==> src/rtl/game_pkg.sv <==
// Shared definitions for the flappy-bird game: phase codes, bus widths, tick rate
// and the countdown conversion used by the phase sequencer and the VGA overlay.
package game_pkg;

  localparam int unsigned SCORE_W       = 16;
  localparam int unsigned COORD_W       = 10;
  localparam int unsigned TICKS_PER_SEC = 10;

  typedef enum logic [2:0] {
    PH_IDLE  = 3'd0,
    PH_READY = 3'd1,
    PH_PLAY  = 3'd2,
    PH_DYING = 3'd3,
    PH_OVER  = 3'd4,
    PH_PAUSE = 3'd5
  } phase_t;

  // Whole seconds left (rounded up) for a tick count, clamped to the 3..1 display range.
  function automatic logic [1:0] countdown_secs(input logic [7:0] ticks);
    logic [7:0] secs;
    secs = ticks / 8'(TICKS_PER_SEC);
    if (secs >= 8'd2) return 2'd3;
    return 2'(secs + 8'd1);
  endfunction

endpackage

==> src/rtl/game_sequencer_tick_timer.sv <==
// tick_timer: 8-bit loadable down-counter that stops at zero instead of wrapping.
module tick_timer (
  input  logic       clk_100ms,
  input  logic       rst,
  input  logic       i_load,
  input  logic [7:0] i_load_val,
  input  logic       i_dec,
  output logic [7:0] o_value,
  output logic       o_zero
);

  logic [7:0] r_cnt;

  always_ff @(posedge clk_100ms or negedge rst) begin
    if (!rst) begin
      r_cnt <= '0;
    end else if (i_load) begin
      r_cnt <= i_load_val;
    end else if (i_dec && (r_cnt != 8'd0)) begin
      r_cnt <= r_cnt - 8'd1;
    end
  end

  assign o_value = r_cnt;
  assign o_zero  = (r_cnt == 8'd0);

endmodule

==> src/rtl/game_sequencer.sv <==
// game_sequencer: phase controller IDLE->READY->PLAY->DYING->OVER->READY for the game.
// Optional GAME_PAUSE_EN adds pause_i and the PAUSE phase (code 5).
module game_sequencer
  import game_pkg::*;
#(
  parameter int unsigned        READY_TICKS   = 30,
  parameter int unsigned        DEATH_TICKS   = 20,
  parameter int unsigned        HOLDOFF_TICKS = 10,
  parameter int unsigned        BLINK_HALF    = 5,
  parameter logic [COORD_W-1:0] GROUND_Y      = '0
) (
  input  logic               clk_100ms,
  input  logic               rst,
  input  logic               btn_i,
  input  logic               fail_i,
  input  logic [COORD_W-1:0] bird_y_i,
  input  logic [SCORE_W-1:0] score_i,
`ifdef GAME_PAUSE_EN
  input  logic               pause_i,
`endif
  output logic               phys_rst_n,
  output logic               phys_run,
  output logic               flap_o,
  output logic [2:0]         phase_o,
  output logic [1:0]         countdown_o,
  output logic [SCORE_W-1:0] final_score,
  output logic [SCORE_W-1:0] high_score,
  output logic               new_record,
  output logic               blink_o
);

  localparam logic [2:0] S_IDLE  = PH_IDLE;
  localparam logic [2:0] S_READY = PH_READY;
  localparam logic [2:0] S_PLAY  = PH_PLAY;
  localparam logic [2:0] S_DYING = PH_DYING;
  localparam logic [2:0] S_OVER  = PH_OVER;
`ifdef GAME_PAUSE_EN
  localparam logic [2:0] S_PAUSE = PH_PAUSE;
`endif

  localparam logic [7:0] READY_LOAD   = 8'(READY_TICKS - 1);
  localparam logic [7:0] DEATH_LOAD   = 8'(DEATH_TICKS - 1);
  localparam logic [7:0] HOLDOFF_LOAD = 8'(HOLDOFF_TICKS);
  localparam logic [7:0] BLINK_LAST   = 8'(BLINK_HALF - 1);

  logic [2:0]         r_phase;
  logic               r_btn_q;
  logic               r_phys_rst_n;
  logic               r_phys_run;
  logic               r_flap;
  logic [1:0]         r_countdown;
  logic [SCORE_W-1:0] r_final_score;
  logic [SCORE_W-1:0] r_high_score;
  logic               r_new_record;
  logic               r_blink;
  logic [7:0]         r_blink_cnt;

  logic [2:0] w_phase_nxt;
  logic       w_rise;
  logic       w_tmr_load;
  logic [7:0] w_tmr_val;
  logic       w_tmr_dec;
  logic [7:0] w_tmr_value;
  logic       w_tmr_zero;
  logic [7:0] w_tmr_next;
  logic       w_restart;
  logic       w_flap;
  logic       w_latch_score;
  logic       w_enter_over;
  logic       w_blink_phase;

  assign w_rise = btn_i & ~r_btn_q;

`ifdef GAME_PAUSE_EN
  logic r_pause_q;
  logic w_pause_rise;
  assign w_pause_rise = pause_i & ~r_pause_q;

  always_ff @(posedge clk_100ms or negedge rst) begin
    if (!rst) r_pause_q <= 1'b0;
    else      r_pause_q <= pause_i;
  end
`endif

  tick_timer u_phase_timer (
    .clk_100ms  (clk_100ms),
    .rst        (rst),
    .i_load     (w_tmr_load),
    .i_load_val (w_tmr_val),
    .i_dec      (w_tmr_dec),
    .o_value    (w_tmr_value),
    .o_zero     (w_tmr_zero)
  );

  // Mirror of the timer's next value so the countdown output lines up with the phase.
  assign w_tmr_next = w_tmr_load ? w_tmr_val :
                      ((w_tmr_dec && !w_tmr_zero) ? (w_tmr_value - 8'd1) : w_tmr_value);

  always_comb begin
    w_phase_nxt   = r_phase;
    w_tmr_load    = 1'b0;
    w_tmr_val     = '0;
    w_tmr_dec     = 1'b0;
    w_restart     = 1'b0;
    w_flap        = 1'b0;
    w_latch_score = 1'b0;
    w_enter_over  = 1'b0;
    case (r_phase)
      S_IDLE: begin
        if (w_rise) begin
          w_phase_nxt = S_READY;
          w_tmr_load  = 1'b1;
          w_tmr_val   = READY_LOAD;
          w_restart   = 1'b1;
        end
      end
      S_READY: begin
        if (w_tmr_zero) w_phase_nxt = S_PLAY;
        else            w_tmr_dec   = 1'b1;
      end
      S_PLAY: begin
        // Collision outranks both pause and flap in the same tick.
        if (fail_i) begin
          w_phase_nxt   = S_DYING;
          w_tmr_load    = 1'b1;
          w_tmr_val     = DEATH_LOAD;
          w_latch_score = 1'b1;
        end
`ifdef GAME_PAUSE_EN
        else if (w_pause_rise) begin
          w_phase_nxt = S_PAUSE;
        end
`endif
        else if (w_rise) begin
          w_flap = 1'b1;
        end
      end
      S_DYING: begin
        if (w_tmr_zero || (bird_y_i <= GROUND_Y)) begin
          w_phase_nxt  = S_OVER;
          w_tmr_load   = 1'b1;
          w_tmr_val    = HOLDOFF_LOAD;
          w_enter_over = 1'b1;
        end else begin
          w_tmr_dec = 1'b1;
        end
      end
      S_OVER: begin
        if (!w_tmr_zero) begin
          w_tmr_dec = 1'b1;
        end else if (w_rise) begin
          w_phase_nxt = S_READY;
          w_tmr_load  = 1'b1;
          w_tmr_val   = READY_LOAD;
          w_restart   = 1'b1;
        end
      end
`ifdef GAME_PAUSE_EN
      S_PAUSE: begin
        if (w_pause_rise) w_phase_nxt = S_PLAY;
      end
`endif
      default: w_phase_nxt = S_IDLE;
    endcase
  end

  assign w_blink_phase = (w_phase_nxt == S_IDLE) || (w_phase_nxt == S_OVER);

  always_ff @(posedge clk_100ms or negedge rst) begin
    if (!rst) begin
      r_phase       <= S_IDLE;
      r_btn_q       <= 1'b0;
      r_phys_rst_n  <= 1'b1;
      r_phys_run    <= 1'b0;
      r_flap        <= 1'b0;
      r_countdown   <= '0;
      r_final_score <= '0;
      r_high_score  <= '0;
      r_new_record  <= 1'b0;
      r_blink       <= 1'b0;
      r_blink_cnt   <= '0;
    end else begin
      r_phase      <= w_phase_nxt;
      r_btn_q      <= btn_i;
      r_phys_rst_n <= ~w_restart;
      r_phys_run   <= (w_phase_nxt == S_PLAY);
      r_flap       <= w_flap;
      r_countdown  <= (w_phase_nxt == S_READY) ? countdown_secs(w_tmr_next) : 2'd0;

      if (w_latch_score) r_final_score <= score_i;

      if (w_enter_over) begin
        if (r_final_score > r_high_score) begin
          r_high_score <= r_final_score;
          r_new_record <= 1'b1;
        end else begin
          r_new_record <= 1'b0;
        end
      end else if (w_restart) begin
        r_new_record <= 1'b0;
      end

      // Blink phase restarts from zero whenever IDLE/OVER is entered.
      if (!w_blink_phase || (w_phase_nxt != r_phase)) begin
        r_blink_cnt <= '0;
        r_blink     <= 1'b0;
      end else if (r_blink_cnt == BLINK_LAST) begin
        r_blink_cnt <= '0;
        r_blink     <= ~r_blink;
      end else begin
        r_blink_cnt <= r_blink_cnt + 8'd1;
      end
    end
  end

  assign phase_o     = r_phase;
  assign phys_rst_n  = r_phys_rst_n;
  assign phys_run    = r_phys_run;
  assign flap_o      = r_flap;
  assign countdown_o = r_countdown;
  assign final_score = r_final_score;
  assign high_score  = r_high_score;
  assign new_record  = r_new_record;
  assign blink_o     = r_blink;

endmodule
==> config.mk <==
export PLATFORM = sky130hd
export DESIGN_NAME = game_sequencer
export DESIGN_NICKNAME = d
export VERILOG_FILES = /design/src/rtl/game_pkg.sv /design/src/rtl/game_sequencer_tick_timer.sv /design/src/rtl/game_sequencer.sv
export SDC_FILE = /design/constraint.sdc
export NUM_CORES = 1
export LEC_CHECK = 0
export BUFFER_PORTS_ARGS = -buffer_cell sky130_fd_sc_hd__buf_2
export CAP_MARGIN = 25
export CORE_MARGIN = 3
export CORE_UTILIZATION = 45
export DETAILED_ROUTE_END_ITERATION = 12
export PLACE_DENSITY = 0.7
export SYNTH_ARGS = -nofsm -noshare
export SYNTH_HDL_FRONTEND = slang
export SYNTH_SLANG_ARGS = --single-unit
==> constraint.sdc <==
create_clock -name clk_100ms -period 4.1 [get_ports clk_100ms]
set_input_delay 0.41 -clock clk_100ms [delete_from_list [all_inputs] [get_ports clk_100ms]]
set_output_delay 0.41 -clock clk_100ms [all_outputs]
set_load 0.02 [all_outputs]
Word level (Yosys, flattened, before mapping)
Cells that the tools add are included.
- equal/unequal tests: 9
- $lt $le $gt $ge: 3
- bitwise operators: 4
- multiplexer cells: 39
- reduce and logical (&&, ||, !) cells: 16
- add/subtract/negate cells: 3
- div/mod/pow operators: 1
- operators by type and width (kind ; number):
    8-bit two-way mux ; 7
    8-bit case mux with 4 select lines ; 1
    16-bit greater-than comparator ; 1
    1-bit two-way mux ; 16
    3-bit two-way mux ; 5
    3-bit case mux with 5 select lines ; 1
    10-bit by 1-bit less-or-equal comparator with 1-bit output, second input constant ; 1
    5-bit two-way mux ; 2
    3-bit by 2-bit == test with 1-bit output, second input constant ; 3
    8-bit by 1-bit adder with 8-bit output, second input constant ; 1
    8-bit by 4-bit divider with 8-bit output, second input constant ; 1
    8-bit by 3-bit == test with 1-bit output, second input constant ; 1
    8-bit by 2-bit >= comparator with 1-bit output, second input constant ; 1
    8-bit zero test ; 1
    8-bit nonzero test ; 1
    8-bit by 1-bit subtractor with 8-bit output, second input constant ; 1
    3-bit by 1-bit == test with 1-bit output, second input constant ; 2
    3-bit == test, second input constant ; 2
    3-bit zero test ; 2
    2-bit two-way mux ; 3
    2-bit nonzero test ; 3
    4-bit two-way mux ; 1
    1-bit case mux with 2 select lines ; 2
    1-bit case mux with 4 select lines ; 1
    other kinds (9) ; 15
- logic and storage cells: 87
- output and inout bits: 42
- register bits after elaboration: 59
- input bits: 30

Depth between registers and ports, before layout
Gate-level depths: netlist (run 1).
- depth after elaboration: 12
- mapped depth: 26
- mapped depth without buffers: 24

Modules after synthesis
From an unflattened synthesis (run 1), not the netlist that was laid out.
- cells, all modules: 476
- area, all modules: 4261.6 um^2
- modules (own cells, without submodules) (module ; area an instance (um^2) ; times used ; sequential area each (um^2) ; cells an instance):
    game_sequencer ; 3733.6 ; 1 ; 1277.5 ; 418
    tick_timer ; 528.0 ; 1 ; 200.2 ; 58

Worst setup path before layout (run 1)
Ideal clock, no wire load.
- path kind: flip-flop to flip-flop
- from: register u_phase_timer.r_cnt[0], in the netlist u_phase_timer.o_value[0]
- to: register r_countdown[0], in the netlist countdown_o[0]
- slack: -460 ps
- arrival time: 4436 ps
- period minus slack after synthesis: 4560 ps
- setup time: 124 ps
- data required time: 3976 ps
- stages on the path, launching flop included: 26
- path through: dfrtp_1 > inv_1 > ha_1 > or3b_2 > or2_1 > buf_6 > a2111o_1 > nand2_2 > nor3_4 > inv_2 > nor2_2 > o21ai_1 > nor4b_1 > or2_2 > ha_1 > nand4_1 > a21oi_1 > o21a_1 > o211ai_1 > a211oi_1 > a21oi_1 > ha_1 > a2111oi_0 > nand3_1 > a32oi_1 > nand2_1
- longest elaborated chain between the ends: 12
- ends and longest elaborated chain (item ; line ; RTL):
    start: declaration ; game_sequencer_tick_timer.sv:12 ; logic [7:0] r_cnt;
    start signal: assignment ; game_sequencer_tick_timer.sv:18 ; r_cnt <= i_load_val;
    start signal: assignment ; game_sequencer_tick_timer.sv:20 ; r_cnt <= r_cnt - 8'd1;
    8-bit zero test ; game_sequencer_tick_timer.sv:25 ; assign o_zero = (r_cnt == 8'd0);
    1-bit logical OR ; game_sequencer.sv:139 ; if (w_tmr_zero || (bird_y_i <= GROUND_Y)) begin
    1-bit two-way mux ; game_sequencer.sv:139 ;
    1-bit case mux with 2 select lines ; game_sequencer.sv:108 ; case (r_phase)
    1-bit logical AND ; game_sequencer.sv:97 ; ((w_tmr_dec && !w_tmr_zero) ? (w_tmr_value - 8'd1) : w_tmr_value);
    8-bit two-way mux ; game_sequencer.sv:97 ;
    8-bit two-way mux ; game_sequencer.sv:96 ; assign w_tmr_next = w_tmr_load ? w_tmr_val :
    8-bit by 4-bit divider with 8-bit output ; game_pkg.sv:21 ; secs = ticks / 8'(TICKS_PER_SEC);
    8-bit by 2-bit >= comparator with 1-bit output ; game_pkg.sv:22 ; if (secs >= 8'd2) return 2'd3;
    1-bit two-way mux ; game_pkg.sv:22 ;
    2-bit two-way mux ; game_pkg.sv:23 ; return 2'(secs + 8'd1);
    2-bit two-way mux (*) ; game_sequencer.sv:188 ; r_countdown <= (w_phase_nxt == S_READY) ? countdown_secs(w_tmr_next) : 2'd0;
    end signal: assignment ; game_sequencer.sv:188 ;
    end: declaration ; game_sequencer.sv:51 ; logic [1:0] r_countdown;
Mark *: on every way between the ends. The rest lies on a longest branch, timed or not.
A chain may end at the register's enable or synchronous reset.

Worst setup path after layout (run 1)
- from: register u_phase_timer.r_cnt[5], in the netlist u_phase_timer.o_value[5]
- to: register r_countdown[0], in the netlist countdown_o[0]
Same word-level chain as after synthesis.

==> results.md, run 1 <==
* Failing checks: negative setup slack
* Nets at 560
* Crit end category: register
* EDFF count, synth at 0
* Critical path type: reg2reg
* Routability cong. at 0.923
* Final Max Tran Viols at 0
* FP Rows at 32
* GRT met2 Usage at 37.1%
* Number of DRC markers in iteration 0 at 181
* PwrDens at 939 mW/mm²
* Total Wirelength at 9450 µm
* CP Data Arrival Time at 4.66 ns
* Clk root buf: clkbuf_8
* Final Hold Viols at 0
* Vias in the first global route at 3,405
* Count leader, synth: dfrtp_1
* Max-cap violation count at 0
* # diodes at 0
* # DRC at 0
* First-pass GRT wire length at 15,600 µm
* Layout cells sized above 1 at 46.7%
* Cts hold-fix bufs at 0
* Met3 Usage GRT at 5.32%
* Crit start category: register
* HPWL Detailed at 7020 µm
* Clock skew at 0.0115 ns
* Total die area at 0.00920 mm²
* CTS tree: yes
* Vias at 3,310
* Hold slack at 0.199 ns
* Top post-synthesis cells by count: dfrtp_1, inv_1, mux2_2, nor2_1, ha_1
* CTS H-tree depth at 3
* Syn_nets at 412
* Post-route setup slack at -0.340 ns
* Seq/Total Area, Yosys at 40.6%
* R2r setup slk at -0.34 ns
* I/O Buffers at 71
* Largest area contributor in the netlist: dfrtp_1
* Gr usage total at 21.7%
* CTS sink cnt at 59
* Final period demand of the worst path at 4.44 ns
* Worst skew pair latency at 0.33 ns
* Outcome: finished, violations left
* Final core occ at 64.3%
* Initial antenna violation count at 0
* Asr flop ratio synth at 100%
* Initial Utilization at 46.6%
* Die Y at 95.9 µm
* # fillers at 640
* Unrepaired setup endpoints after global routing: yes
* Chip Width at 95.9 µm
* Total CTS buffers at 9
* Largest net degree at the start of global routing at 60
* Synth Instances at 359
* Layout Cells excl Fill at 614
* Max Fclk at 0.225 GHz
* Rel. slew slack at 50.5%
* Final Cycle Share at 108%
* Worst slack, placed at -0.383 ns
* 1st-pass router iterations at 5
* Max Root-Sink Buffers at 2
* Worst endpoint required time at 4.32 ns
* Antenna Nets Post-Route at 0
* DR vias/cell at 5.39
* Synthesized cell area at 0.00364 mm²
* Clock-pin slew on the worst setup and hold paths at 0.06 ns
* Synth-to-Final Area Change at 38.1%
* Number of synthesized register bits at 59
* Max VDD drop at 517 µV
* Worst slew pin tran at 0.743 ns
* Dpl cells at 583
* Top_reg_cell synth: dfrtp_1
* # IOs at 72
* Wirelength per Cell at 15.4 µm
* Avg Cell Area, Syn at 10.1 µm²
* Hold WC Path Type: in2reg
* Ranking of synthesized cells by area: dfrtp_1, mux2_2, ha_1
* GR peak layer: met2
* Total grt overflow at 0
* Max FO, Critical Path at 4
* Setup TNS at -0.623 ns
* Netlist cell types at 74
* Area of the core at 0.00781 mm²
* LEAKAGE at 0.00245 µW
* Ys Warns at 0
* Final Setup Violations at 2
* Met1 Usage GRT at 27.1%
* Top-area cell type share of the netlist area at 39.9%
==> cell families after synthesis <==
kind of cell | count (synthesis) | share of synthesized area (%)
AO/OA/AOI/OAI | 75 | 16.7
XOR/XNOR | 11 | 2.65
adder cells (fa/ha/maj) | 23 | 7.91
buffers and inverters | 42 | 4.95
flip-flops | 59 | 40.6
multiplexers | 31 | 9.59
AND/OR/NAND/NOR | 118 | 17.5
==> final timing paths <==
path | startpoint | end | depth (start not counted)
worst max-delay path | u_phase_timer.o_value[5] | countdown_o[0] | 24
worst min-delay path | btn_i | r_btn_q | 1
max in group asynchronous | rst | u_phase_timer.o_value[6] | 2
worst min register to register | high_score[12] | high_score[12] | 1
worst max register to register | u_phase_timer.o_value[5] | countdown_o[0] | 24
min in group asynchronous | rst | final_score[13] | 2
==> sequential cells by signal (all words and copies together), names as in the netlist <==
register,cells
phys_rst_n,1
phys_run,1
r_btn_q,1
flap_o,1
new_record,1
countdown_o,2
r_blink_cnt,8
phase_o,3
blink_o,1
high_score,16
final_score,16
u_phase_timer.o_value,8
==> through the flow <==
| stage | instance area [µm²] | total power, µW |
|---|---|---|
| floorplan | 3720 | 2910 |
| global placement | 4610 | 3840 |
| detailed placement | 4610 | 3930 |
| CTS | 4890 | 4530 |
| global route | 5020 | 5120 |
| finish | 5020 | 4720 |
==> cell type report <==
type / count / area (µm²) / share of cell area [%]
Multi-Input combinational cell: 258 / 2180 / 43.4
Sequential cell: 59 / 1480 / 29.4
Timing Repair Buffer: 147 / 941 / 18.7
Clock buffer: 14 / 163 / 3.24
Tap cell: 102 / 128 / 2.54
Inverter: 32 / 120 / 2.39
Clock inverter: 2 / 13.8 / 0.274
==> repair_timing <==
action                                  CTS  global route
gates resized for setup                   8            16
buffers inserted                          9             6
pin swaps                                15            13
endpoints found under the setup margin    2             2
==> cells in the final DEF (no fill, tap or decap), types with 5 or more instances in the layout <==
| cell | Yosys | routed |
|---|---|---|
| nand3_1 | 17 | 17 |
| and3_1 | 5 | 5 |
| buf_4 | 0 | 72 |
| inv_1 | 31 | 28 |
| o21ai_0 | 8 | 7 |
| buf_2 | 0 | 71 |
| xor2_1 | 8 | 8 |
| ha_1 | 23 | 20 |
| clkbuf_8 | 0 | 11 |
| nand2b_1 | 5 | 5 |
| nand2_1 | 20 | 19 |
| o21a_1 | 5 | 5 |
| nand4_1 | 5 | 5 |
| mux2_2 | 31 | 31 |
| a21oi_1 | 11 | 9 |
| nor2_1 | 25 | 24 |
| dfrtp_1 | 58 | 58 |
==> metal layers <==
| layer | share of wire (%) | wire length (µm) |
|---|---|---|
| met5 | 0 | 0 |
| met4 | 1.5 | 140 |
| met1 | 43 | 4070 |
| met2 | 50 | 4760 |
| met3 | 5.1 | 479 |
==> critical path, cell delays in order (launching register included) <==
cell and delay (ns):
dfrtp_1 0.38, or4_4 0.56, buf_4 0.16, o211a_4 0.27
o2bb2ai_2 0.12, xor2_1 0.15, buf_4 0.15, a21oi_4 0.12
inv_2 0.09, o21ai_4 0.15, a21oi_4 0.08, nor4b_4 0.25
or2_4 0.19, ha_4 0.12, nand4_1 0.09, a21oi_1 0.14
o21a_1 0.12, o211ai_1 0.13, a211oi_2 0.28, a21oi_2 0.06
ha_2 0.20, a2111oi_4 0.17, nand3_1 0.13, a32oi_1 0.16
nand2_1 0.07
==> power breakdown <==
| part | internal, µW | switching [µW] |
|---|---|---|
| registers | 826 | 197 |
| clock network | 253 | 215 |
| logic | 1540 | 1690 |
| total | 2620 | 2100 |
(Power assumes the default switching activity.)
==> inputs of run 2 (changes only) <==
Settings changed: CTS_BUF_LIST from default to sky130_fd_sc_hd__clkbuf_8 sky130_fd_sc_hd__clkbuf_16.
==> run 2 against run 1 <==
Against the previous run:
- combinational power about the same
- power decreased by 0.19%
- highest routed layer unchanged
- routed wire length is essentially flat
- hold slack gained 0.0047 ns
- maximum frequency barely moved
- the flow still finishes with violations (negative setup slack)
- cell area did not move
- sequential power about the same
- largest power group unchanged
==> results.md, run 2 (same netlist as run 1, synthesis figures left out) <==
* Hold WC Path Type: in2reg
* DR vias/cell at 5.38 (-0.15%)
* Initial antenna violation count at 0 (unchanged)
* Final period demand of the worst path at 4.44 ns (+0.000810 ns)
* Cts hold-fix bufs at 0 (unchanged)
* Layout cells sized above 1 at 46.7% (unchanged)
* CTS tree: yes
* Crit end category: register
* Worst endpoint required time at 4.31 ns (about the same)
* R2r setup slk at -0.34 ns (about the same)
* Final Hold Viols at 0 (unchanged)
* 1st-pass router iterations at 4 (-1)
* I/O Buffers at 71 (unchanged)
* Total CTS buffers at 9 (unchanged)
* Number of DRC markers in iteration 0 at 182 (+0.55%)
* Unrepaired setup endpoints after global routing: yes
* GRT met2 Usage at 37.1% (unchanged)
* Nets at 560 (unchanged)
* Area of the core at 0.00781 mm² (unchanged)
* Final core occ at 64.3% (unchanged)
* Vias in the first global route at 3,405 (unchanged)
* Rel. slew slack at 50.5% (about the same)
* Largest net degree at the start of global routing at 60 (unchanged)
* RR Startpoint: u_phase_timer.o_value[5]
* # fillers at 640 (unchanged)
* Worst slack, placed at -0.383 ns (unchanged)
* FP Rows at 32 (unchanged)
* Final Max Tran Viols at 0 (unchanged)
* DP Area at 0.00461 mm² (unchanged)
* Total Wirelength at 9450 µm (about the same)
* FF/Latch Area at 0.00148 mm² (unchanged)
* Total chip power at 4710 µW (-0.19%)
* Max Fclk at 0.225 GHz (about the same)
* Commonest non-fill, non-tap cell in the layout: buf_4
* Final Setup Violations at 2 (unchanged)
* Sequential share of power at 21.7% (about the same)
* # DRC at 0 (unchanged)
* Chip Width at 95.9 µm (unchanged)
* Post-route setup slack at -0.341 ns (-0.000810 ns)
* CP Data Arrival Time at 4.65 ns (about the same)
* Critical path type: reg2reg
* # IOs at 72 (unchanged)
* Failing checks: negative setup slack
* Max Root-Sink Buffers at 2 (unchanged)
* Clock-pin slew on the worst setup and hold paths at 0.06 ns (about the same)
* Reg2Reg Depth at 24 (unchanged)
* Hold slack at 0.204 ns (+0.00467 ns)
* Antenna Nets Post-Route at 0 (unchanged)
* Worst R2R End: countdown_o[0]
* Hold path start: btn_i
* Gr usage total at 21.7% (unchanged)
* CTS sink cnt at 59 (unchanged)
* Total die area at 0.00920 mm² (unchanged)
* Max-cap violation count at 0 (unchanged)
* CTS H-tree depth at 3 (unchanged)
* Total grt overflow at 0 (unchanged)
* Max FO, Critical Path at 4 (unchanged)
* Worst skew pair latency at 0.33 ns (about the same)
* Area occupied by multi-input gates at 0.00218 mm² (unchanged)
* Met3 Usage GRT at 5.32% (unchanged)
* Synth-to-Final Area Change at 38.1% (unchanged)
* Clk root buf: clkbuf_8
* First-pass GRT wire length at 15,600 µm (unchanged)
* LEAKAGE at 0.00246 µW (+0.51%)
* Final instance area at 0.00502 mm² (unchanged)
* PwrDens at 938 mW/mm² (-0.19%)
* Most frequent cells in the layout: buf_4, buf_2, dfrtp_1
* Hold Crit Endpoint: r_btn_q
* Met1 Usage GRT at 27.1% (unchanged)
* GR peak layer: met2
* Final Cycle Share at 108% (about the same)
* Hold Path Depth at 1 (unchanged)
* Routability cong. at 0.923 (unchanged)
* Pint at 2610 µW (-0.29%)
* NetSw at 2100 µW (about the same)
* Sw Ratio at 44.6% (+0.058 points)
* Vias at 3,305 (-0.15%)
* Wirelength per Cell at 15.4 µm (about the same)
* Worst slew pin tran at 0.743 ns (+0.000358 ns)
* Crit start category: register
* Outcome: finished, violations left
* Clock skew at 0.0122 ns (+0.000728 ns)
* HPWL Detailed at 7020 µm (unchanged)
* # diodes at 0 (unchanged)
* Comb pwr share at 68.5% (about the same)
* Max VDD drop at 517 µV (about the same)
* Die Y at 95.9 µm (unchanged)
* Initial Utilization at 46.6% (unchanged)
* Clock share of power at 9.7% (-0.2 points)
## run 2: cell count changes in the layout (fill, tap and decap cells not counted), sizes merged
cell    delta
clkbuf     -3
inv        +3
## run 2: per-stage QoR
step / TNS (ns) / std cells
2_1_floorplan: -0.301 / 359
3_3_place_gp: -0.448 / 583
3_5_place_dp: -0.724 / 583
4_1_cts: -0.541 / 608
5_1_grt: -1.16 / 614
6_report: -0.625 / 614
## run 2: cell type report
type                    instances  share of cell area, %
repair buffers                147                   18.7
flip-flops and latches         59                   29.4
inverters                      32                   2.39
well taps                     102                   2.54
multi-input cells             258                   43.4
clock inverters                 5                  0.498
clock buffers                  11                   3.01
## run 2: power groups by stage
stage / Combinational [µW] / Sequential [µW] / Clock [µW]
2_1_floorplan: 1670 / 1240 / 0
3_3_place_gp: 2820 / 1020 / 0
3_5_place_dp: 2900 / 1030 / 0
4_1_cts: 3020 / 1020 / 477
5_1_grt: 3550 / 1060 / 505
6_report: 3230 / 1020 / 459
## run 2: worst max path at each step
| stage | from | end | slack, ns |
|---|---|---|---|
| after detailed placement | u_phase_timer.o_value[1] | countdown_o[0] | -0.38 |
| after global routing | u_phase_timer.o_value[5] | countdown_o[0] | -0.62 |
| after CTS | u_phase_timer.o_value[1] | countdown_o[0] | -0.28 |
| after floorplan | u_phase_timer.o_value[5] | countdown_o[0] | -0.17 |
| after global placement | u_phase_timer.o_value[1] | countdown_o[0] | -0.24 |
| final | u_phase_timer.o_value[5] | countdown_o[0] | -0.34 |
## run 2: repair_timing
| action | 4_1_cts | 5_1_grt |
|---|---|---|
| pin swaps | 15 | 13 |
| resized for setup | 8 | 16 |
| endpoints found under the setup margin | 2 | 2 |
| setup buffers | 9 | 6 |
## run 2: layer usage
metal	up-vias	wire (µm)
li1	1607	-
met1	1592	4090
met2	98	4790
met3	8	467
met4	0	104
met5	-	0
## run 2: worst max-delay path, cell delays in order (launching register included)
cell	delay (ns)
dfrtp_1	0.38
or4_4	0.56
buf_4	0.16
o211a_4	0.27
o2bb2ai_2	0.12
xor2_1	0.15
buf_4	0.15
a21oi_4	0.12
inv_2	0.09
o21ai_4	0.15
a21oi_4	0.08
nor4b_4	0.25
or2_4	0.19
ha_4	0.12
nand4_1	0.09
a21oi_1	0.14
o21a_1	0.12
o211ai_1	0.13
a211oi_2	0.28
a21oi_2	0.06
ha_2	0.20
a2111oi_4	0.17
nand3_1	0.13
a32oi_1	0.16
nand2_1	0.06
